File: src/rtl/sn_pipe_counter_pkg.sv
// Sizing helpers and the Batcher odd-even merge comparator table used by the
// pipelined sorting-network parallel counter.
package sn_pkg;

    function automatic int unsigned clog2(input int unsigned v);
        int unsigned r;
        r = 0;
        while ((64'd1 << r) < 64'(v)) r = r + 1;
        return r;
    endfunction

    function automatic int unsigned next_pow2(input int unsigned n);
        return 32'(64'd1 << clog2(n));
    endfunction

    function automatic int unsigned batcher_layers(input int unsigned k);
        return (k * (k + 1)) / 2;
    endfunction

    function automatic int unsigned num_stages(input int unsigned d, input int unsigned l);
        return (d + l - 1) / l;
    endfunction

    // Layers are ordered by merge size p = 2^m, then by stride k = p, p/2, ... 1.
    function automatic int unsigned layer_merge(input int unsigned layer);
        int unsigned m;
        m = 0;
        while (((m + 1) * (m + 2)) / 2 <= layer) m = m + 1;
        return m;
    endfunction

    function automatic int unsigned layer_stride(input int unsigned layer);
        int unsigned m;
        int unsigned t;
        m = layer_merge(layer);
        t = layer - (m * (m + 1)) / 2;
        return 32'd1 << (m - t);
    endfunction

    // True when lane is the low side of a compare-exchange (lane, lane + stride).
    function automatic bit is_lo(input int unsigned lanes, input int unsigned layer,
                                 input int unsigned lane);
        int unsigned p;
        int unsigned k;
        int unsigned off;
        p   = 32'd1 << layer_merge(layer);
        k   = layer_stride(layer);
        off = k % p;
        if (lane < off || lane + k >= lanes) return 1'b0;
        if (((lane - off) % (2 * k)) >= k) return 1'b0;
        return (lane / (2 * p)) == ((lane + k) / (2 * p));
    endfunction

    // Comparator table lookup: partner lane of `lane` in `layer`, or -1 if it passes through.
    function automatic int cmp_partner(input int unsigned lanes, input int unsigned layer,
                                       input int unsigned lane);
        int unsigned k;
        k = layer_stride(layer);
        if (is_lo(lanes, layer, lane)) return int'(lane + k);
        if (lane >= k && is_lo(lanes, layer, lane - k)) return int'(lane - k);
        return -1;
    endfunction

endpackage

File: src/rtl/sn_pipe_counter_if.sv
// Beat-in / result-out stream bundle of the sorting-network counter.
interface sn_pipe_counter_if #(
    parameter int unsigned N  = 15,
    parameter int unsigned SW = 16
);
    localparam int unsigned CW = sn_pkg::clog2(N + 1);

    logic          in_valid;
    logic          in_ready;
    logic [N-1:0]  in_bits;
    logic          in_last;
    logic          out_valid;
    logic          out_ready;
    logic [N-1:0]  out_therm;
    logic [CW-1:0] out_count;
    logic [SW-1:0] out_sum;
    logic          out_sat;
    logic          out_last;

    modport master (
        output in_valid, in_bits, in_last, out_ready,
        input  in_ready, out_valid, out_therm, out_count, out_sum, out_sat, out_last
    );

    modport slave (
        input  in_valid, in_bits, in_last, out_ready,
        output in_ready, out_valid, out_therm, out_count, out_sum, out_sat, out_last
    );
endinterface

File: src/rtl/sn_pipe_counter_cmp_layer.sv
// One comparator layer of the Batcher network: min = a & b to the low lane,
// max = a | b to the high lane, untouched lanes pass straight through.
module sn_cmp_layer
    import sn_pkg::*;
#(
    parameter int unsigned P     = 16,
    parameter int unsigned LAYER = 0
) (
    input  logic [P-1:0] lanes_i,
    output logic [P-1:0] lanes_o
);

    for (genvar a = 0; a < int'(P); a++) begin : g_lane
        localparam int PARTNER = cmp_partner(P, LAYER, a);
        if (PARTNER < 0) begin : g_pass
            assign lanes_o[a] = lanes_i[a];
        end else if (PARTNER > a) begin : g_min
            assign lanes_o[a] = lanes_i[a] & lanes_i[PARTNER];
        end else begin : g_max
            assign lanes_o[a] = lanes_i[a] | lanes_i[PARTNER];
        end
    end

endmodule

File: src/rtl/sn_pipe_counter.sv
// Pipelined sorting-network popcount with valid/ready flow control and a
// per-frame saturating running sum.
module sn_pipe_counter
    import sn_pkg::*;
#(
    parameter int unsigned N  = 15,
    parameter int unsigned L  = 2,
    parameter int unsigned SW = 16
) (
    input logic            clk,
    input logic            rst_n,
    sn_pipe_counter_if.slave bus
);

    localparam int unsigned P  = next_pow2(N);
    localparam int unsigned K  = clog2(P);
    localparam int unsigned D  = batcher_layers(K);
    localparam int unsigned S  = num_stages(D, L);
    localparam int unsigned CW = clog2(N + 1);

    logic         adv_c;
    logic [P-1:0] in_lanes_c;
    logic [P-1:0] layer_in  [D];
    logic [P-1:0] layer_out [D];
    logic [P-1:0] stage_out [S];

    logic [P-1:0] st_lanes_q [S];
    logic [P-1:0] st_lanes_d [S];
    logic [S-1:0] st_valid_q, st_valid_d;
    logic [S-1:0] st_last_q,  st_last_d;

    logic          out_valid_q, out_valid_d;
    logic [N-1:0]  out_therm_q, out_therm_d;
    logic [CW-1:0] out_count_q, out_count_d;
    logic [SW-1:0] out_sum_q,   out_sum_d;
    logic          out_sat_q,   out_sat_d;
    logic          out_last_q,  out_last_d;
    logic          frame_start_q, frame_start_d;

    logic [P-1:0]  final_lanes;
    logic [N-1:0]  therm_c;
    logic [CW-1:0] count_c;
    logic          xfer_c;
    logic          fs_c;
    logic [SW-1:0] base_c;
    logic          sat_base_c;
    logic [SW:0]   sum_wide_c;

    // Whole pipeline moves in lockstep; no skid buffer.
    assign adv_c        = !out_valid_q || bus.out_ready;
    assign bus.in_ready = adv_c;

    // Pad lanes are constant zero and always sort to the bottom.
    always_comb begin
        in_lanes_c        = '0;
        in_lanes_c[N-1:0] = bus.in_bits;
    end

    for (genvar i = 0; i < int'(D); i++) begin : g_layer
        if (i == 0) begin : g_src_in
            assign layer_in[i] = in_lanes_c;
        end else if ((i % int'(L)) == 0) begin : g_src_reg
            assign layer_in[i] = st_lanes_q[i / int'(L) - 1];
        end else begin : g_src_comb
            assign layer_in[i] = layer_out[i - 1];
        end
        sn_cmp_layer #(.P(P), .LAYER(i)) u_layer (
            .lanes_i (layer_in[i]),
            .lanes_o (layer_out[i])
        );
    end

    for (genvar j = 0; j < int'(S); j++) begin : g_tap
        localparam int unsigned LAST_LAYER = ((j + 1) * L < D) ? (j + 1) * L - 1 : D - 1;
        assign stage_out[j] = layer_out[LAST_LAYER];
    end

    always_comb begin
        st_lanes_d = st_lanes_q;
        st_valid_d = st_valid_q;
        st_last_d  = st_last_q;
        if (adv_c) begin
            st_lanes_d[0] = stage_out[0];
            st_valid_d[0] = bus.in_valid;
            st_last_d[0]  = bus.in_last;
            for (int j = 1; j < int'(S); j++) begin
                st_lanes_d[j] = stage_out[j];
                st_valid_d[j] = st_valid_q[j - 1];
                st_last_d[j]  = st_last_q[j - 1];
            end
        end
    end

    assign final_lanes = st_lanes_q[S - 1];

    if (P > N) begin : g_pad
        logic unused_pad;
        assign unused_pad = ^final_lanes[P - N - 1:0];
    end

    // Reverse the top N lanes so therm bit i means count > i.
    always_comb begin
        therm_c = '0;
        count_c = '0;
        for (int i = 0; i < int'(N); i++) begin
            therm_c[i] = final_lanes[int'(P) - 1 - i];
        end
        for (int i = 0; i < int'(N); i++) begin
            if (therm_c[i]) count_c = CW'(i + 1);
        end
    end

    // A beat loading alongside a last-beat transfer starts a fresh frame at once.
    always_comb begin
        xfer_c     = out_valid_q && bus.out_ready;
        fs_c       = xfer_c ? out_last_q : frame_start_q;
        base_c     = fs_c ? '0 : out_sum_q;
        sat_base_c = fs_c ? 1'b0 : out_sat_q;
        sum_wide_c = {1'b0, base_c} + (SW + 1)'(count_c);

        out_valid_d   = out_valid_q;
        out_therm_d   = out_therm_q;
        out_count_d   = out_count_q;
        out_sum_d     = out_sum_q;
        out_sat_d     = out_sat_q;
        out_last_d    = out_last_q;
        frame_start_d = fs_c;

        if (adv_c) begin
            out_valid_d = st_valid_q[S - 1];
            if (st_valid_q[S - 1]) begin
                out_therm_d = therm_c;
                out_count_d = count_c;
                out_last_d  = st_last_q[S - 1];
                if (sum_wide_c[SW]) begin
                    out_sum_d = '1;
                    out_sat_d = 1'b1;
                end else begin
                    out_sum_d = sum_wide_c[SW - 1:0];
                    out_sat_d = sat_base_c;
                end
            end
        end
    end

    always_ff @(posedge clk or negedge rst_n) begin
        if (!rst_n) begin
            for (int j = 0; j < int'(S); j++) st_lanes_q[j] <= '0;
            st_valid_q    <= '0;
            st_last_q     <= '0;
            out_valid_q   <= 1'b0;
            out_therm_q   <= '0;
            out_count_q   <= '0;
            out_sum_q     <= '0;
            out_sat_q     <= 1'b0;
            out_last_q    <= 1'b0;
            frame_start_q <= 1'b1;
        end else begin
            st_lanes_q    <= st_lanes_d;
            st_valid_q    <= st_valid_d;
            st_last_q     <= st_last_d;
            out_valid_q   <= out_valid_d;
            out_therm_q   <= out_therm_d;
            out_count_q   <= out_count_d;
            out_sum_q     <= out_sum_d;
            out_sat_q     <= out_sat_d;
            out_last_q    <= out_last_d;
            frame_start_q <= frame_start_d;
        end
    end

    assign bus.out_valid = out_valid_q;
    assign bus.out_therm = out_therm_q;
    assign bus.out_count = out_count_q;
    assign bus.out_sum   = out_sum_q;
    assign bus.out_sat   = out_sat_q;
    assign bus.out_last  = out_last_q;

endmodule
File: src/flat_wrapper.sv
// flat-port wrapper written by rule: the top's interface ports become plain ports
module sn_pipe_counter_flat import sn_pkg::*;
#(
    parameter int unsigned N  = 15,
    parameter int unsigned L  = 2,
    parameter int unsigned SW = 16
)
  (clk, rst_n, bus_in_valid, bus_in_bits, bus_in_last, bus_out_ready, bus_in_ready, bus_out_valid, bus_out_therm, bus_out_count, bus_out_sum, bus_out_sat, bus_out_last);
  sn_pipe_counter_if #(.N(N), .SW(SW)) bus_i ();
  input logic clk;
  input logic rst_n;
  input wire logic [$bits(bus_i.in_valid)-1:0] bus_in_valid;
  input wire logic [$bits(bus_i.in_bits)-1:0] bus_in_bits;
  input wire logic [$bits(bus_i.in_last)-1:0] bus_in_last;
  input wire logic [$bits(bus_i.out_ready)-1:0] bus_out_ready;
  output wire logic [$bits(bus_i.in_ready)-1:0] bus_in_ready;
  output wire logic [$bits(bus_i.out_valid)-1:0] bus_out_valid;
  output wire logic [$bits(bus_i.out_therm)-1:0] bus_out_therm;
  output wire logic [$bits(bus_i.out_count)-1:0] bus_out_count;
  output wire logic [$bits(bus_i.out_sum)-1:0] bus_out_sum;
  output wire logic [$bits(bus_i.out_sat)-1:0] bus_out_sat;
  output wire logic [$bits(bus_i.out_last)-1:0] bus_out_last;
  assign bus_i.in_valid = bus_in_valid;
  assign bus_i.in_bits = bus_in_bits;
  assign bus_i.in_last = bus_in_last;
  assign bus_i.out_ready = bus_out_ready;
  assign bus_in_ready = bus_i.in_ready;
  assign bus_out_valid = bus_i.out_valid;
  assign bus_out_therm = bus_i.out_therm;
  assign bus_out_count = bus_i.out_count;
  assign bus_out_sum = bus_i.out_sum;
  assign bus_out_sat = bus_i.out_sat;
  assign bus_out_last = bus_i.out_last;
  sn_pipe_counter #(.N(N), .L(L), .SW(SW)) u_core (.clk(clk), .rst_n(rst_n), .bus(bus_i));
endmodule
File: config.mk
export PLATFORM = sky130hd
export DESIGN_NAME = sn_pipe_counter_flat
export DESIGN_NICKNAME = d
export VERILOG_FILES = /design/src/rtl/sn_pipe_counter_pkg.sv /design/src/rtl/sn_pipe_counter_if.sv /design/src/rtl/sn_pipe_counter_cmp_layer.sv /design/src/rtl/sn_pipe_counter.sv /design/src/flat_wrapper.sv
export SDC_FILE = /design/constraint.sdc
export NUM_CORES = 1
export LEC_CHECK = 0
export ABC_AREA = 1
export ABC_CLOCK_PERIOD_IN_PS = 4000
export BUFFER_PORTS_ARGS = -buffer_cell sky130_fd_sc_hd__clkbuf_2
export CORE_ASPECT_RATIO = 0.8
export CORE_UTILIZATION = 61
export CTS_BUF_LIST = sky130_fd_sc_hd__clkbuf_2 sky130_fd_sc_hd__clkbuf_4 sky130_fd_sc_hd__clkbuf_8
export DETAILED_ROUTE_END_ITERATION = 6
export HOLD_SLACK_MARGIN = 0.08
export PLACE_DENSITY_LB_ADDON = 0.05
export SLEW_MARGIN = 20
export SYNTH_ARGS = -nofsm -noshare
export SYNTH_HDL_FRONTEND = slang
export SYNTH_SLANG_ARGS = --single-unit
export TNS_END_PERCENT = 30
File: constraint.sdc
create_clock -name clk -period 4 [get_ports clk]
set_clock_uncertainty 0.05 [all_clocks]
set_input_delay 0.8 -clock clk [delete_from_list [all_inputs] [get_ports clk]]
set_output_delay 0.8 -clock clk [all_outputs]
set_load 0.02 [all_outputs]
# After elaboration in Yosys (flattened, before gate mapping)
# Cells that the tools add are included.
[totals]
regBits = 126
wordCells = 159
[op_classes]
n_addsub = 1
n_mux = 20
n_bitwise = 118
n_reduce_logical = 6
[op_table]
columns = ["operator", "count"]
rows = [
  ["1-bit AND", 59],
  ["1-bit OR", 59],
  ["16-bit two-way mux", 2],
  ["4-bit two-way mux", 8],
  ["16-bit by 4-bit adder with 17-bit output", 1],
  ["3-bit two-way mux", 4],
  ["1-bit two-way mux", 4],
  ["2-bit two-way mux", 2],
  ["3-bit AND reduction", 1],
  ["2-bit AND reduction", 1],
  ["2-bit nonzero test", 1],
  ["1-bit logical AND", 1],
  ["1-bit zero test", 1],
  ["1-bit logical OR", 1],
]

# Logic depth before layout (Yosys ltp)
[logic_depth]
ltp_word = 18
depth_mapped = 29

# Hierarchy
# A second synthesis with hierarchy kept.
[unflattened]
hier_cells = 978
hier_area_um2 = 6857.8
[modules_own_cells]
columns = ["mod", "instances", "cells_per_inst", "area_each_um2"]
rows = [
  ["sn_pipe_counter", 1, 629, 5420.2],
  ["sn_cmp_layer (u_core.g_layer[0].u_layer ...)", 4, 40, 150.1],
  ["sn_cmp_layer (u_core.g_layer[2].u_layer ...)", 3, 28, 135.1],
  ["sn_cmp_layer (u_core.g_layer[5].u_layer ...)", 2, 34, 142.6],
  ["sn_cmp_layer (u_core.g_layer[9].u_layer)", 1, 37, 146.4],
]

# Worst setup path before layout
# OpenSTA, ideal clock, no wires.
[synth_path]
path_type = "in2reg"
startpoint = "in bus_out_ready"
endpoint = "reg u_core.out_sum_q[10] (netlist: u_core.bus.out_sum[10])"
arrival_ns = 2.935
t_required_ns = 3.881
path_slack_ns = 0.946
stages = 18
n_path_buf = 2
path_cell_list = "nand2_1 > nand2_1 > nand2_2 > buf_6 > nor2_1 > ha_1 > inv_1 > fa_1 > nand3b_1 > nand2_1 > nand2_4 > nor2_4 > nand3_4 > nor2_4 > nand3b_1 > or2_1 > buf_6 > nand3b_4"
[synth_between]
elab_chain_len = 5
word_cells_on_any_way = 7
[synth_rtl]
columns = ["element", "line_no", "source"]
rows = [
  ["start: declaration", "flat_wrapper.sv:15", "input wire logic [$bits(bus_i.out_ready)-1:0] bus_out_ready;"],
  ["1-bit logical AND", "sn_pipe_counter.sv:115", "xfer_c = out_valid_q && bus.out_ready;"],
  ["1-bit two-way mux", "sn_pipe_counter.sv:116", "fs_c = xfer_c ? out_last_q : frame_start_q;"],
  ["net u_core.frame_start_d", "sn_pipe_counter.sv:38", "logic frame_start_q, frame_start_d;"],
  ["16-bit two-way mux", "sn_pipe_counter.sv:117", "base_c = fs_c ? '0 : out_sum_q;"],
  ["16-bit by 4-bit adder with 17-bit output", "sn_pipe_counter.sv:119", "sum_wide_c = {1'b0, base_c} + (SW + 1)'(count_c);"],
  ["16-bit two-way mux", "sn_pipe_counter.sv:135", "if (sum_wide_c[SW]) begin"],
  ["end signal: assignment", "sn_pipe_counter.sv:165", "out_sum_q <= out_sum_d;"],
  ["end: declaration", "sn_pipe_counter.sv:35", "logic [SW-1:0] out_sum_q, out_sum_d;"],
]
# The timed path passes the listed nets, and every way through them passes these cells.
# A chain may end at the register's enable or synchronous reset.

# Final worst setup path
[layout_path]
startpoint = "reg u_core.st_lanes_q, in the netlist u_core.final_lanes[14]"
endpoint = "reg u_core.out_sum_q[4] (netlist: u_core.bus.out_sum[4])"
[layout_between]
elab_chain_len = 16
[layout_rtl]
columns = ["element", "line_no", "source"]
rows = [
  ["start: declaration", "sn_pipe_counter.sv:27", "logic [P-1:0] st_lanes_q [S];"],
  ["start signal: assignment", "sn_pipe_counter.sv:159", "st_lanes_q <= st_lanes_d;"],
  ["2-bit two-way mux (2 in a row)", "sn_pipe_counter.sv:109", "if (therm_c[i]) count_c = CW'(i + 1);"],
  ["3-bit two-way mux (4 in a row)", "sn_pipe_counter.sv:109", ""],
  ["4-bit two-way mux (8 in a row)", "sn_pipe_counter.sv:109", ""],
  ["net u_core.count_c[0]", "sn_pipe_counter.sv:42", "logic [CW-1:0] count_c;"],
  ["16-bit by 4-bit adder with 17-bit output", "sn_pipe_counter.sv:119", ""],
  ["16-bit two-way mux", "sn_pipe_counter.sv:135", ""],
]
# The timed path passes the listed nets, and every way through them passes these cells.

==> key figures <==
Detailed routing
  – Met3 routed WL: ~580 um
  – Wl on met1: around 5700 um
  – Highest metal used: met4
  – Initial DRC count: approximately 360
  – Antenna-violating nets left: 0
  – Vias: 4454
  – Routed WL: around 12000 um
  – Vias per cell: approximately 5.5
  – # DRC: 0
  – Metal2 WL: 5440 um
  – Routed len/inst: ~15 um
  – Pre-Repair DR Iteration Count: 5

Die
  – Cell Rows: 30
  – Core box area: 8596 um^2
  – Die area: 9388 um^2
  – Ports: 59
  – Die X: 108.1 um
  – Initial Utilization: 63.89%
  – Die Ht: just under 90 um

Logic synthesis
  – Post-synthesis instance total: 627
  – Post-synth top area share: 56.05%
  – Synthesized area: around 5500 um^2
  – Asr flop ratio synth: 100.0%
  – EDFF count, synth: 0
  – Synthesis-stage register bit count: 124
  – Net Count, Synth: around 650
  – Seq/Total Area, Yosys: 56.53%
  – Yosys top cell by area: dfrtp_1
  – Synth top area cells: dfrtp_1, nand2_1, o21ai_0, nor2_1, o211ai_1
  – Main synth FF type: dfrtp_1
  – Avg Cell Area, Syn: 8.758 um^2
  – Warnings, synthesis: 0
  – Yosys cell types: 39

Cells and area
  – # fillers: about 660
  – Cell area after layout: about 6300 um^2
  – Layout cells sized above 1: 15.80%
  – Ant diodes: 0
  – Area growth, synth to finish: 15.20%
  – Fin cells: approximately 810
  – Most frequent cells in the layout: nand2_1, dfrtp_1, o21ai_0, nor2_1, clkbuf_2
  – Nets: 708
  – Commonest non-fill, non-tap cell in the layout: nand2_1

Global routing
  – Vias in the first global route: 4083
  – Congestion Overflow GR: 0
  – GRT Util Overall: 28.04%
  – Largest net degree at the start of global routing: 94
  – Initial antenna violation count: 0
  – First-pass GRT wire length: 19910 um

Timing
  – Worst-Margin Slew: 814.4 ps
  – Final Setup Violations: 0
  – TNS Setup: 0 ps
  – Hold WS: between 300 and 400 ps
  – Min Clock Period, post-route: ~3300 ps
  – Slew Limit Fails: 0
  – Final Hold Fails: 0
  – Fin crit share: 81.60%
  – Slew HR: a little under half
  – RSZ-0062 raised after global routing: false
  – Peak Freq: roughly 0.3 GHz

Pwr
  – Final Power: 5208 uW
  – Lkg Pwr: 0.003037 uW
  – Pwr per Cell Area: 823.2 nW/um^2
  – Max VDD drop: just under 0.6 mV

Setup path
  – Worst endpoint required time: 4310 ps
  – Critical Path AT: 3570 ps
  – Worst r2r path cells: 28
  – Worst R2R End: u_core.bus.out_sum[4]
  – Worst Setup Start Kind: register
  – Reg2reg start: u_core.final_lanes[14]
  – Crit path kind: register to register
  – Max incr delay on CP: approximately 400 ps
  – Reg2reg setup slack: 740 ps
  – Crit end category: register
  – Crit path depth: 28
  – Crit path to: u_core.bus.out_sum[4]
  – Top delay family on crit path: simple AND/OR/NAND/NOR gates
  – Crit Path Max Fanout: 6
  – Worst path slowest cell: dfrtp_1
  – Cell mode on critical path: nand2_1
  – Buf/Inv on CP: 3
  – Origin of the worst setup path: u_core.final_lanes[14]

Clocking
  – CTS tree: done
  – CTS clk-pin slew, worst paths: 70 ps
  – # hold bufs at CTS: 0
  – Resize count post-CTS: 0
  – Htree depth: 4
  – CTS Buffer Depth: 2
  – Clock latency on the worst-skew pair: 440 ps
  – CTS Root Cell: clkbuf_8
  – Clock Sinks: 124
  – TritonCTS Buffers: 17
  – # Post-CTS Setup Buffers: 0

Place
  – Placement Cell Area: about 6000 um^2
  – GP Congestion: 0.9007
  – Post-DP HPWL: 8006 um
  – Dpl cells: 776
  – Port Buf Inserts: 58

Run
  – Max-cap viol count: 0

Run status
  – Outcome: finished, final reports clean

Min path
  – Hold/Removal Path Class: input port to async pin
[area by class of cell]
class	count	area (um^2)	share of cell area [%]
Clock buffer	22	296.5	4.687
Inverter	48	180.2	2.848
Sequential cell	124	3104	49.07
Multi-Input combinational cell	429	2101	33.21
Timing Repair Buffer	63	342.8	5.419
Tap cell	112	140.1	2.215
Clock inverter	10	161.4	2.551
[synth_stat cells, drive strengths merged, types with 2 or more instances]
| master | instances |
|---|---|
| nor4 | 2 |
| inv | 47 |
| a21oi | 15 |
| nand3 | 34 |
| a31oi | 4 |
| o22ai | 7 |
| o21ai | 67 |
| clkbuf | 22 |
| ha | 4 |
| xnor2 | 2 |
| nand3b | 5 |
| or2 | 2 |
| buf | 4 |
| dfrtp | 123 |
| xor2 | 4 |
| o211ai | 27 |
| nor2 | 67 |
| nand2 | 183 |
[how the worst min path moves through the flow]
| stage | start | cells past startpoint | end | slack (ps) |
|---|---|---|---|---|
| after global routing | rst_n | 1 | u_core.layer_in[87] | 390 |
| after global placement | u_core.st_valid_q[1] | 2 | u_core.st_valid_q[2] | 400 |
| final | rst_n | 1 | u_core.layer_in[63] | 330 |
| after floorplan | u_core.st_valid_q[4] | 2 | u_core.bus.out_valid | 380 |
| after detailed placement | u_core.st_valid_q[2] | 2 | u_core.st_valid_q[3] | 410 |
| after CTS | rst_n | 1 | u_core.layer_in[87] | 350 |
[per-layer routing]
layer | up-vias | track usage, %
met5 | - | 0
met4 | 0 | 13.70
met3 | 19 | 5.236
met2 | 127 | 41.57
met1 | 2135 | 40.03
li1 | 2173 | -
[report_power, final]
part	switching, uW	total, uW	internal [uW]
logic	1300	1950	654
registers	323	2010	1690
clock network	496	1250	751
[cell families (layout without fill, tap and decap cells)]
logic type,Yosys count,in the layout,share of synthesized area (%)
flip-flops,124,124,56.53
AND/OR/NAND/NOR,295,295,22.94
buffers and inverters,74,143,5.354
XOR/XNOR,6,6,0.9569
AO/OA/AOI/OAI,123,123,12.94
adder cells (fa/ha/maj),5,5,1.276
[per-stage QoR]
step | utilization (%) | setup WS [ps]
floorplan | - | 945.6
global placement | 68.27 | 659.4
detailed placement | 68.27 | 565.2
CTS | 73.60 | 749.0
global route | 73.60 | 344.9
finish | 73.60 | 736.1
[registers in the layout (all words and copies together) (netlist names), 4 cells and up]
| signal | flops |
|---|---|
| u_core.bus.out_count | 4 |
| u_core.bus.out_therm | 15 |
| u_core.st_last_q | 5 |
| u_core.final_lanes | 15 |
| u_core.bus.out_sum | 16 |
| u_core.layer_in | 60 |
| u_core.st_valid_q | 5 |
Note: power is estimated with default switching activity, not from simulation.
